File: src/rtl/branch_seq_ctrl.sv
// Branch sequencer. It time-shares the datapath ALU in two steps: first it computes the
// branch target, then it compares rs with rt. It resolves taken/not-taken, issues a
// one-cycle PC write, and keeps saturating statistics of the outcomes.
module branch_seq_ctrl #(
  parameter int unsigned WIDTH = 32,
  parameter int unsigned CNT_W = 16
) (
  input  logic             clk,
  input  logic             reset,
  input  logic             start,
  input  logic [1:0]       br_type,
  input  logic [15:0]      imm,
  input  logic [WIDTH-1:0] alu_result,
  output logic             alu_src_a_sel,
  output logic             alu_src_b_sel,
  output logic [2:0]       alu_op,
  output logic             pc_write,
  output logic [WIDTH-1:0] pc_next,
  output logic             busy,
  output logic             done,
  output logic             taken,
  output logic             illegal,
  output logic [CNT_W-1:0] taken_cnt,
  output logic [CNT_W-1:0] nt_cnt
);

  typedef enum logic [2:0] {StIdle, StTgt, StCmp, StCommit, StErr} state_e;

  localparam logic [1:0] BrBne  = 2'b01;
  localparam logic [1:0] BrJmp  = 2'b10;
  localparam logic [1:0] BrRsvd = 2'b11;
  localparam logic [2:0] AluAdd = 3'b010;
  localparam logic [2:0] AluSub = 3'b110;

  state_e           state_q, state_d;
  logic [1:0]       br_q, br_d;
  logic [15:0]      imm_q, imm_d;
  logic [WIDTH-1:0] pc_next_q, pc_next_d;
  logic             taken_q, taken_d;
  logic             illegal_q, illegal_d;
  logic [CNT_W-1:0] taken_cnt_q, taken_cnt_d;
  logic [CNT_W-1:0] nt_cnt_q, nt_cnt_d;
  logic             ne;

  // The datapath feeds the offset into the ALU from its own immediate path. The latched copy
  // is kept only so that it stays visible for debug.
  logic unused_imm_q;
  assign unused_imm_q = ^imm_q;

  assign ne = |alu_result;

  // Next-state logic. taken/illegal change only on the edge that enters a done state, so
  // they hold their value until the next done.
  always_comb begin
    state_d     = state_q;
    br_d        = br_q;
    imm_d       = imm_q;
    pc_next_d   = pc_next_q;
    taken_d     = taken_q;
    illegal_d   = illegal_q;
    taken_cnt_d = taken_cnt_q;
    nt_cnt_d    = nt_cnt_q;
    unique case (state_q)
      StIdle: begin
        if (start) begin
          br_d  = br_type;
          imm_d = imm;
          if (br_type == BrRsvd) begin
            state_d   = StErr;
            taken_d   = 1'b0;
            illegal_d = 1'b1;
          end else begin
            state_d = StTgt;
          end
        end
      end
      StTgt: begin
        pc_next_d = alu_result;
        if (br_q == BrJmp) begin
          state_d   = StCommit;
          taken_d   = 1'b1;
          illegal_d = 1'b0;
        end else begin
          state_d = StCmp;
        end
      end
      StCmp: begin
        taken_d   = (br_q == BrBne) ? ne : ~ne;
        illegal_d = 1'b0;
        state_d   = StCommit;
      end
      StCommit: begin
        if (taken_q) begin
          if (taken_cnt_q != '1) taken_cnt_d = taken_cnt_q + CNT_W'(1);
        end else begin
          if (nt_cnt_q != '1) nt_cnt_d = nt_cnt_q + CNT_W'(1);
        end
        state_d = StIdle;
      end
      StErr: state_d = StIdle;
      default: state_d = StIdle;
    endcase
  end

  // Moore outputs. The ALU selects keep their target-add defaults outside the compare step.
  always_comb begin
    alu_src_a_sel = 1'b0;
    alu_src_b_sel = 1'b1;
    alu_op        = AluAdd;
    done          = 1'b0;
    pc_write      = 1'b0;
    busy          = (state_q != StIdle);
    unique case (state_q)
      StCmp: begin
        alu_src_a_sel = 1'b1;
        alu_src_b_sel = 1'b0;
        alu_op        = AluSub;
      end
      StCommit: begin
        done     = 1'b1;
        pc_write = taken_q;
      end
      StErr:   done = 1'b1;
      default: ;
    endcase
  end

  // State registers with synchronous reset; a reset abandons any in-flight branch.
  always_ff @(posedge clk) begin
    if (reset) begin
      state_q     <= StIdle;
      br_q        <= 2'b00;
      imm_q       <= 16'h0000;
      pc_next_q   <= '0;
      taken_q     <= 1'b0;
      illegal_q   <= 1'b0;
      taken_cnt_q <= '0;
      nt_cnt_q    <= '0;
    end else begin
      state_q     <= state_d;
      br_q        <= br_d;
      imm_q       <= imm_d;
      pc_next_q   <= pc_next_d;
      taken_q     <= taken_d;
      illegal_q   <= illegal_d;
      taken_cnt_q <= taken_cnt_d;
      nt_cnt_q    <= nt_cnt_d;
    end
  end

  assign pc_next   = pc_next_q;
  assign taken     = taken_q;
  assign illegal   = illegal_q;
  assign taken_cnt = taken_cnt_q;
  assign nt_cnt    = nt_cnt_q;

endmodule

File: config.mk
export PLATFORM = sky130hd
export DESIGN_NAME = branch_seq_ctrl
export DESIGN_NICKNAME = d
export VERILOG_FILES = /design/src/rtl/branch_seq_ctrl.sv
export SDC_FILE = /design/constraint.sdc
export NUM_CORES = 1
export LEC_CHECK = 0
export CAP_MARGIN = 15
export CORE_MARGIN = 2
export CORE_UTILIZATION = 45
export CTS_BUF_LIST = sky130_fd_sc_hd__clkbuf_8
export DETAILED_ROUTE_END_ITERATION = 7
export PLACE_DENSITY = 0.81
export SLEW_MARGIN = 20
export SYNTH_ARGS = -nofsm -noshare
export SYNTH_HDL_FRONTEND = slang
export SYNTH_SLANG_ARGS = --single-unit
export TNS_END_PERCENT = 100
File: constraint.sdc
create_clock -name clk -period 3.08 [get_ports clk]
set_input_delay 0.77 -clock clk [delete_from_list [all_inputs] [get_ports clk]]
set_output_delay 0.77 -clock clk [all_outputs]
set_load 0.01 [all_outputs]
==> flow_metrics.env, run 1 <==
export IMPL_internal_power_mw=1.66
export IMPL_drive_above_1_share_pct=8.93
export IMPL_slew_headroom_pct=55.9
export IMPL_first_global_vias=3165
export IMPL_cts_tree="done"
export IMPL_synth_area_mm2=0.00345
export IMPL_ir_drop_uv=286
export IMPL_cts_setup_buffers=0
export IMPL_die_x_um=91.6
export IMPL_critPathTopFamily="buffers and inverters"
export IMPL_clk_insertion_delay_late_ps=340
export IMPL_dr_pass1_iters=4
export IMPL_critPathBufInv=2
export IMPL_numCtsBuffers=9
export IMPL_cp_max_fo=11
export IMPL_worstSetupStartpointType="flop"
export IMPL_yosys_warnings=0
export IMPL_globalRouteOverflowTotal=0
export IMPL_slew_viol_final=0
export IMPL_syn_nets=470
export IMPL_totalWireLength_mm=8.70
export IMPL_powerDensity_mw_per_mm2=469
export IMPL_grt_max_degree=56
export IMPL_p_sw_share_pct=25.6
export IMPL_vias=3319
export IMPL_cap_violations=0
export IMPL_comb_power_share_pct=17.0
export IMPL_grt_total_usage_pct=21.5
export IMPL_ys_ff_latch=71
export IMPL_rsz0062_at_grt="false"
export IMPL_globalplace_congestion=0.781
export IMPL_total_power_mw=2.23
export IMPL_regArea_mm2=0.00142
export IMPL_area_growth_pct=37.5
export IMPL_synth_simple_area_share_pct=32.7
export IMPL_std_cell_rows=31
export IMPL_cts_htree_levels=3
export IMPL_power_leakage_nw=1.73
export IMPL_nets=565
export IMPL_synth_area_mux_share_pct=6.16
export IMPL_synth_edff_count=0
export IMPL_ys_seq_area_share_pct=41.1
export IMPL_async_flop_share_pct=0
export IMPL_outcome="completed"
export IMPL_portBuffers=108
export IMPL_clk_pin_slew_ps=80
export IMPL_root_buffer="clkbuf_8"
export IMPL_hold_viol=0
export IMPL_crit_required_ps=2310
export IMPL_worst_pin_slew_ps=657
export IMPL_antenna_left=0
export IMPL_fillers=605
export IMPL_hold_path_class="flop to flop"
export IMPL_crit_type="flop to primary output"
export IMPL_drc_errors=0
export IMPL_layout_common_cells="107 x clkdlybuf4s50_1, 84 x nand2_1, 71 x dfxtp_1"
export IMPL_crit_arrival_ps=2150
export IMPL_multi_input_area_mm2=0.00183
export IMPL_layout_commonest_cell="clkdlybuf4s50_1"
export IMPL_fmax_ghz=0.343
export IMPL_synthCells=415
export IMPL_min_period_over_period_pct=94.8
export IMPL_synth_xor_area_share_pct=0.254
export IMPL_tns_ps=0
export IMPL_ys_flop_type="dfxtp_1"
export IMPL_endpoint_kind="primary output"
export IMPL_first_iter_violations=137
export IMPL_finalClockSkew_ps=10.6
export IMPL_grt_pass1_wl_mm=14.6
export IMPL_diodes=0
export IMPL_cts_resized_gates=0
export IMPL_syn_avg_cell_area_um2=8.32
export IMPL_netSwitchingPower_mw=0.570
export IMPL_dieArea_mm2=0.00839
export IMPL_initial_core_util_pct=47.1
export IMPL_routed_via_density=5.41
export IMPL_die_y_um=91.6
export IMPL_cts_max_path_buffers=2
export IMPL_p_seq_share_pct=45.4
export IMPL_synth_distinct_cells=57
export IMPL_postCtsHoldBufs=0
export IMPL_antenna_found_initial=0
export IMPL_period_needed_ps=2920
export IMPL_slowest_stage="clkdlybuf4s50_1"
export IMPL_synth_top_family_by_area="simple AND/OR/NAND/NOR gates"
export IMPL_crit_chain="or3b_2, inv_1, clkdlybuf4s50_1"
export IMPL_synth_adder_area_share_pct=0.724
export IMPL_power_frac_clock_pct=37.6
export IMPL_synth_compound_area_share_pct=13.0
export IMPL_core_area_mm2=0.00733
export IMPL_slowest_delay_ps=580
export IMPL_avgRoutedWirePerCell_um=14.2
export IMPL_hpwlAfterDp_mm=6.34
export IMPL_setup_violations=0
export IMPL_clkSinkCount=71
export IMPL_io_pins=127
layer usage:
layer | wire length (µm) | global-route usage, %
met3 | 801 | 9.45
met1 | 3590 | 24.5
met5 | 0 | 0
met4 | 97 | 7.20
met2 | 4210 | 35.8
state kept, by name (all words and copies together), names as in the netlist:
signal and cells:
br_q 2, taken_cnt 16, pc_next 32, nt_cnt 16, taken 1, illegal 1
state_q 3
metrics by stage:
stage | utilization (%) | cells | hold slack, ps | cell area [µm²] | setup WS (ps)
finish | 64.8 | 614 | 456 | 4750 | 161
global route | 64.8 | 614 | 477 | 4750 | 52.1
CTS | 64.8 | 614 | 458 | 4750 | 154
detailed placement | 61.7 | 598 | 448 | 4530 | 537
global placement | 61.7 | 598 | 441 | 4530 | 574
floorplan | - | 415 | 469 | 3450 | 1050
worst register-to-register path, cell delays in order (launching register included):
cell and delay [ps]:
dfxtp_1 430, ha_1 280, nand2_1 130, nor4_4 590, a21boi_0 290, mux2_2 320
Yosys cell counts, types with 3 or more instances:
cell type	instances	share of area, %
nor2_1	22	2.4
or4_1	9	2.0
buf_6	3	0.98
nor4_1	14	2.5
nand2b_1	3	0.54
and3_1	4	0.72
nor3_1	7	1.0
dfxtp_1	71	41
o41ai_1	4	1.0
inv_1	8	0.87
nand4_1	12	2.2
mux2i_1	4	1.2
a21oi_1	52	7.5
o21ai_0	5	0.72
buf_4	5	1.1
buf_2	5	0.72
nor2b_1	16	2.9
nand3_1	11	1.6
mux2_2	13	4.2
a31oi_1	4	0.72
nand2_1	84	9.1
o31ai_1	6	1.3
clkbuf_1	11	1.2
or3_1	3	0.54
power by group through the flow:
stage	clock, mW	combinational [mW]	sequential [mW]
detailed placement	0	0.379	1.03
global placement	0	0.374	1.03
global route	0.896	0.414	1.02
floorplan	0	0.184	1.04
finish	0.836	0.379	1.01
CTS	0.851	0.381	1.01
cells by family after synthesis:
kind of cell | count (synthesis)
AO/OA/AOI/OAI | 78
adder cells (fa/ha/maj) | 2
flip-flops | 71
other | 2
AND/OR/NAND/NOR | 206
buffers and inverters | 36
XOR/XNOR | 1
multiplexers | 19
worst paths after layout:
check / startpoint / to / slack [ps] / depth (start not counted)
setup / recovery: state_q[1] / alu_src_a_sel / 160 / 3
hold / removal: pc_next[0] / pc_next[0] / 460 / 2
setup reg to reg: nt_cnt[0] / nt_cnt[0] / 920 / 5
hold reg to reg: pc_next[0] / pc_next[0] / 460 / 2
cell type report:
type / instances / area share (%)
multi-input cells: 308 / 38.6
flip-flops and latches: 71 / 29.9
well taps: 99 / 2.61
clock buffers: 11 / 3.19
repair buffers: 111 / 23.4
inverters: 9 / 0.764
clock inverters: 5 / 1.53
Power figures use the tool's default switching activity.
==> run 2: changes to the inputs <==
--- a/config.mk
+++ b/config.mk
@@ -6,11 +6,10 @@
 export NUM_CORES = 1
 export LEC_CHECK = 0
 export CAP_MARGIN = 15
-export CORE_MARGIN = 2
-export CORE_UTILIZATION = 45
+export CORE_UTILIZATION = 40
 export CTS_BUF_LIST = sky130_fd_sc_hd__clkbuf_8
 export DETAILED_ROUTE_END_ITERATION = 7
-export PLACE_DENSITY = 0.81
+export PLACE_DENSITY = 0.73
 export SLEW_MARGIN = 20
 export SYNTH_ARGS = -nofsm -noshare
 export SYNTH_HDL_FRONTEND = slang
==> flow_metrics.env, run 2 (synthesis results as in run 1) <==
export IMPL_drive_above_1_share_pct=9.30
export IMPL_wl_met2_mm=4.02
export IMPL_globalplace_congestion=0.836
export IMPL_cts_tree="done"
export IMPL_min_path_cells=2
export IMPL_finalClockSkew_ps=11.0
export IMPL_cts_htree_levels=3
export IMPL_layout_common_cells="107 x clkdlybuf4s50_1, 84 x nand2_1, 71 x dfxtp_1"
export IMPL_vias=3328
export IMPL_powerDensity_mw_per_mm2=445
export IMPL_cts_max_path_buffers=2
export IMPL_initial_core_util_pct=41.6
export IMPL_nets=567
export IMPL_clk_insertion_delay_late_ps=340
export IMPL_grt_max_degree=59
export IMPL_crit_required_ps=2310
export IMPL_postCtsHoldBufs=0
export IMPL_globalRouteOverflowTotal=0
export IMPL_dieArea_mm2=0.00901
export IMPL_die_x_um=94.9
export IMPL_clkSinkCount=71
export IMPL_std_cell_rows=33
export IMPL_tns_ps=0
export IMPL_antenna_left=0
export IMPL_worstHoldStart="pc_next[27]"
export IMPL_area_growth_pct=36.4
export IMPL_worstReg2RegStart="nt_cnt[1]"
export IMPL_rsz0062_at_grt="false"
export IMPL_worstSetupStartpointType="flop"
export IMPL_crit_type="flop to primary output"
export IMPL_grt_total_usage_pct=20.5
export IMPL_fmax_ghz=0.343
export IMPL_internal_power_mw=1.53
export IMPL_layout_commonest_cell="clkdlybuf4s50_1"
export IMPL_endpoint_kind="primary output"
export IMPL_min_period_over_period_pct=94.7
export IMPL_outcome="completed"
export IMPL_die_y_um=94.9
export IMPL_setup_violations=0
export IMPL_final_core_util_pct=56.8
export IMPL_power_frac_clock_pct=33.5
export IMPL_cp_max_fo=11
export IMPL_cap_violations=0
export IMPL_first_iter_violations=121
export IMPL_avgRoutedWirePerCell_um=14.1
export IMPL_hpwlAfterDp_mm=6.32
export IMPL_dr_pass1_iters=4
export IMPL_first_global_vias=3099
export IMPL_period_needed_ps=2920
export IMPL_slew_headroom_pct=58.3
export IMPL_ir_drop_uv=309
export IMPL_diodes=0
export IMPL_drt_met1_wl_mm=3.91
export IMPL_routed_via_density=5.36
export IMPL_core_area_mm2=0.00830
export IMPL_numCtsBuffers=9
export IMPL_grt_pass1_wl_mm=14.5
export IMPL_io_pins=127
export IMPL_antenna_found_initial=0
export IMPL_p_seq_share_pct=48.0
export IMPL_clk_pin_slew_ps=70
export IMPL_dp_worst_setup_slack_ps=511
export IMPL_r2r_cells=5
export IMPL_timing_rr_end="nt_cnt[0]"
export IMPL_totalWireLength_mm=8.77
export IMPL_r2r_slack_ps=970
export IMPL_hold_viol=0
export IMPL_worst_pin_slew_ps=620
export IMPL_netSwitchingPower_mw=0.571
export IMPL_root_buffer="clkbuf_8"
export IMPL_largest_register_ffs=32
export IMPL_p_sw_share_pct=27.2
export IMPL_hold_path_endpoint="pc_next[27]"
export IMPL_dr_max_layer_used="met4"
export IMPL_fin_ws_ps=164
export IMPL_comb_power_share_pct=18.5
export IMPL_dr_wl_met3_um=714
export IMPL_crit_arrival_ps=2150
export IMPL_slew_viol_final=0
export IMPL_cts_resized_gates=0
export IMPL_drc_errors=0
export IMPL_power_leakage_nw=1.72
export IMPL_hold_path_class="flop to flop"
export IMPL_portBuffers=108
export IMPL_cts_setup_buffers=0
==> run 2: worst max-delay path by stage <==
stage	depth (start not counted)	endpoint	slack [ps]	startpoint
finish	3	alu_src_a_sel	160	state_q[1]
global route	3	alu_src_a_sel	50	state_q[1]
CTS	3	alu_src_a_sel	130	state_q[1]
detailed placement	3	alu_src_a_sel	510	state_q[1]
global placement	3	alu_src_a_sel	560	state_q[1]
floorplan	4	alu_op[2]	1050	state_q[1]
==> run 2: stage by stage <==
step                      power, mW  hold slack (ps)  cells  cell area, µm²
after floorplan                1.22              469    415            3450
after global placement         1.41              441    606            4540
after detailed placement       1.42              446    606            4540
after CTS                      2.12              456    621            4710
after global routing           2.20              483    621            4710
final                          2.10              454    621            4710
==> run 2: cell type report <==
type	instances	area, µm²
well taps	105	131
multi-input cells	308	1830
inverters	9	36.3
fillers	785	3590
flip-flops and latches	71	1420
clock buffers	9	124
clock inverters	6	53.8
repair buffers	113	1110
==> run 2: routing by layer <==
| metal | up-vias | global-route usage, % |
|---|---|---|
| li1 | 1664 | - |
| met1 | 1567 | 25.7 |
| met2 | 87 | 32.0 |
| met3 | 10 | 7.65 |
| met4 | 0 | 7.95 |
| met5 | - | 0 |
==> run 2: power groups by stage <==
stage          registers, mW  logic (mW)  clock network, mW
4_1_cts                 1.01       0.390              0.721
6_report                1.01       0.388              0.702
3_5_place_dp            1.03       0.388                  0
2_1_floorplan           1.04       0.184                  0
5_1_grt                 1.01       0.429              0.756
3_3_place_gp            1.02       0.385                  0
==> run 2: critical path: stages, from the launching register on <==
cell,delay (ps)
dfxtp_1,560
or3b_2,520
inv_1,160
clkdlybuf4s50_1,580
==> run 3: changes to the inputs <==
==> constraint.sdc (replaced) <==
create_clock -name clk -period 3.6 [get_ports clk]
set_input_delay 0.9 -clock clk [delete_from_list [all_inputs] [get_ports clk]]
set_output_delay 0.9 -clock clk [all_outputs]
set_load 0.01 [all_outputs]
==> flow_metrics.env, run 3 (synthesis results as in run 1) <==
export IMPL_globalRouteOverflowTotal=0
export IMPL_layout_common_cells="107 x clkdlybuf4s50_1, 83 x nand2_1, 71 x dfxtp_1"
export IMPL_grt_pass1_wl_mm=14.1
export IMPL_area_growth_pct=35.7
export IMPL_finish_instance_area_mm2=0.00469
export IMPL_postCtsHoldBufs=0
export IMPL_io_pins=127
export IMPL_dr_pass1_iters=4
export IMPL_hold_path_class="flop to flop"
export IMPL_placed_area_mm2=0.00451
export IMPL_crit_type="flop to primary output"
export IMPL_cts_htree_levels=3
export IMPL_drc_errors=0
export IMPL_fmax_ghz=0.328
export IMPL_cts_resized_gates=0
export IMPL_setup_violations=0
export IMPL_nets=564
export IMPL_first_global_vias=3053
export IMPL_cp_max_fo=11
export IMPL_cts_max_path_buffers=2
export IMPL_vias=3300
export IMPL_cap_violations=0
export IMPL_period_needed_ps=3040
export IMPL_diodes=0
export IMPL_largest_register_ffs=32
export IMPL_powerDensity_mw_per_mm2=373
export IMPL_outcome="completed"
export IMPL_portBuffers=108
export IMPL_finalClockSkew_ps=11.6
export IMPL_hold_viol=0
export IMPL_grt_total_usage_pct=19.9
export IMPL_std_cell_rows=33
export IMPL_cts_tree="done"
export IMPL_layout_commonest_cell="clkdlybuf4s50_1"
export IMPL_root_buffer="clkbuf_8"
export IMPL_worst_pin_slew_ps=633
export IMPL_rsz0062_at_grt="false"
export IMPL_crit_arrival_ps=2140
export IMPL_slew_headroom_pct=57.5
export IMPL_hpwlAfterDp_mm=6.20
export IMPL_routed_via_density=5.35
export IMPL_antenna_found_initial=0
export IMPL_grt_max_degree=33
export IMPL_die_x_um=94.9
export IMPL_regArea_mm2=0.00142
export IMPL_initial_core_util_pct=41.6
export IMPL_crit_required_ps=2700
export IMPL_power_leakage_nw=1.69
export IMPL_slew_viol_final=0
export IMPL_avgRoutedWirePerCell_um=13.9
export IMPL_drive_above_1_share_pct=9.18
export IMPL_antenna_left=0
export IMPL_clkSinkCount=71
export IMPL_ir_drop_uv=205
export IMPL_totalWireLength_mm=8.57
export IMPL_numCtsBuffers=9
export IMPL_worstSetupStartpointType="flop"
export IMPL_fillers=739
export IMPL_endpoint_kind="primary output"
export IMPL_core_area_mm2=0.00830
export IMPL_die_y_um=94.9
export IMPL_globalplace_congestion=0.827
export IMPL_multi_input_area_mm2=0.00184
export IMPL_min_period_over_period_pct=84.6
export IMPL_cts_setup_buffers=0
export IMPL_tns_ps=0
export IMPL_clk_insertion_delay_late_ps=340
export IMPL_dieArea_mm2=0.00901
export IMPL_clk_pin_slew_ps=70
export IMPL_first_iter_violations=126
[run 3: cell types whose count changed in the layout (fill, tap and decap cells not counted), sizes merged]
cell and change:
buf -3, clkbuf +2, clkinvlp +2, bufinv -1
clkinv -3, inv -1
[run 3: final cells by class]
| cell class | count | share of cell area (%) |
|---|---|---|
| clock buffer | 11 | 3.23 |
| clock inverter | 3 | 0.427 |
| inverter | 9 | 0.774 |
| multi-input combinational | 308 | 39.2 |
| sequential | 71 | 30.3 |
| tap | 105 | 2.80 |
| timing repair buffer | 110 | 23.3 |
[run 3: metal layers]
layer	track usage (%)	vias to the layer above	wire, µm
met5	0	-	0
met4	7.70	0	131
met2	31.4	102	3880
li1	-	1660	-
met1	24.1	1526	3720
met3	8.29	12	839
[run 3: through the flow]
stage               hold slack, ps  utilization [%]  setup slack [ps]  power (mW)  cells
CTS                            455             56.4               540        1.77    617
global placement               441             54.4               937        1.20    603
detailed placement             446             54.4               917        1.20    603
global route                   477             56.5               441        1.83    617
floorplan                      469                -              1440        1.05    415
finish                         454             56.5               555        1.75    617
[run 3: final timing paths]
check,end,slack [ps],startpoint,cells past startpoint
worst max-delay path,alu_src_a_sel,560,state_q[1],3
worst min-delay path,pc_next[27],450,pc_next[27],2
worst max register to register,nt_cnt[15],1410,state_q[0],4
worst min register to register,pc_next[27],450,pc_next[27],2
[run 3: report_power, final]
group	total (mW)	switching, mW	leakage [nW]	internal, mW
Clock	0.565	0.286	0.0833	0.279
Sequential	0.867	0.0376	0.576	0.829
Combinational	0.318	0.158	1.03	0.160
Total	1.75	0.482	1.69	1.27
[run 3: critical path, stage by stage, from the launching register on]
cell and delay [ps]:
dfxtp_1 570, or3b_2 510, inv_1 150, clkdlybuf4s50_1 590
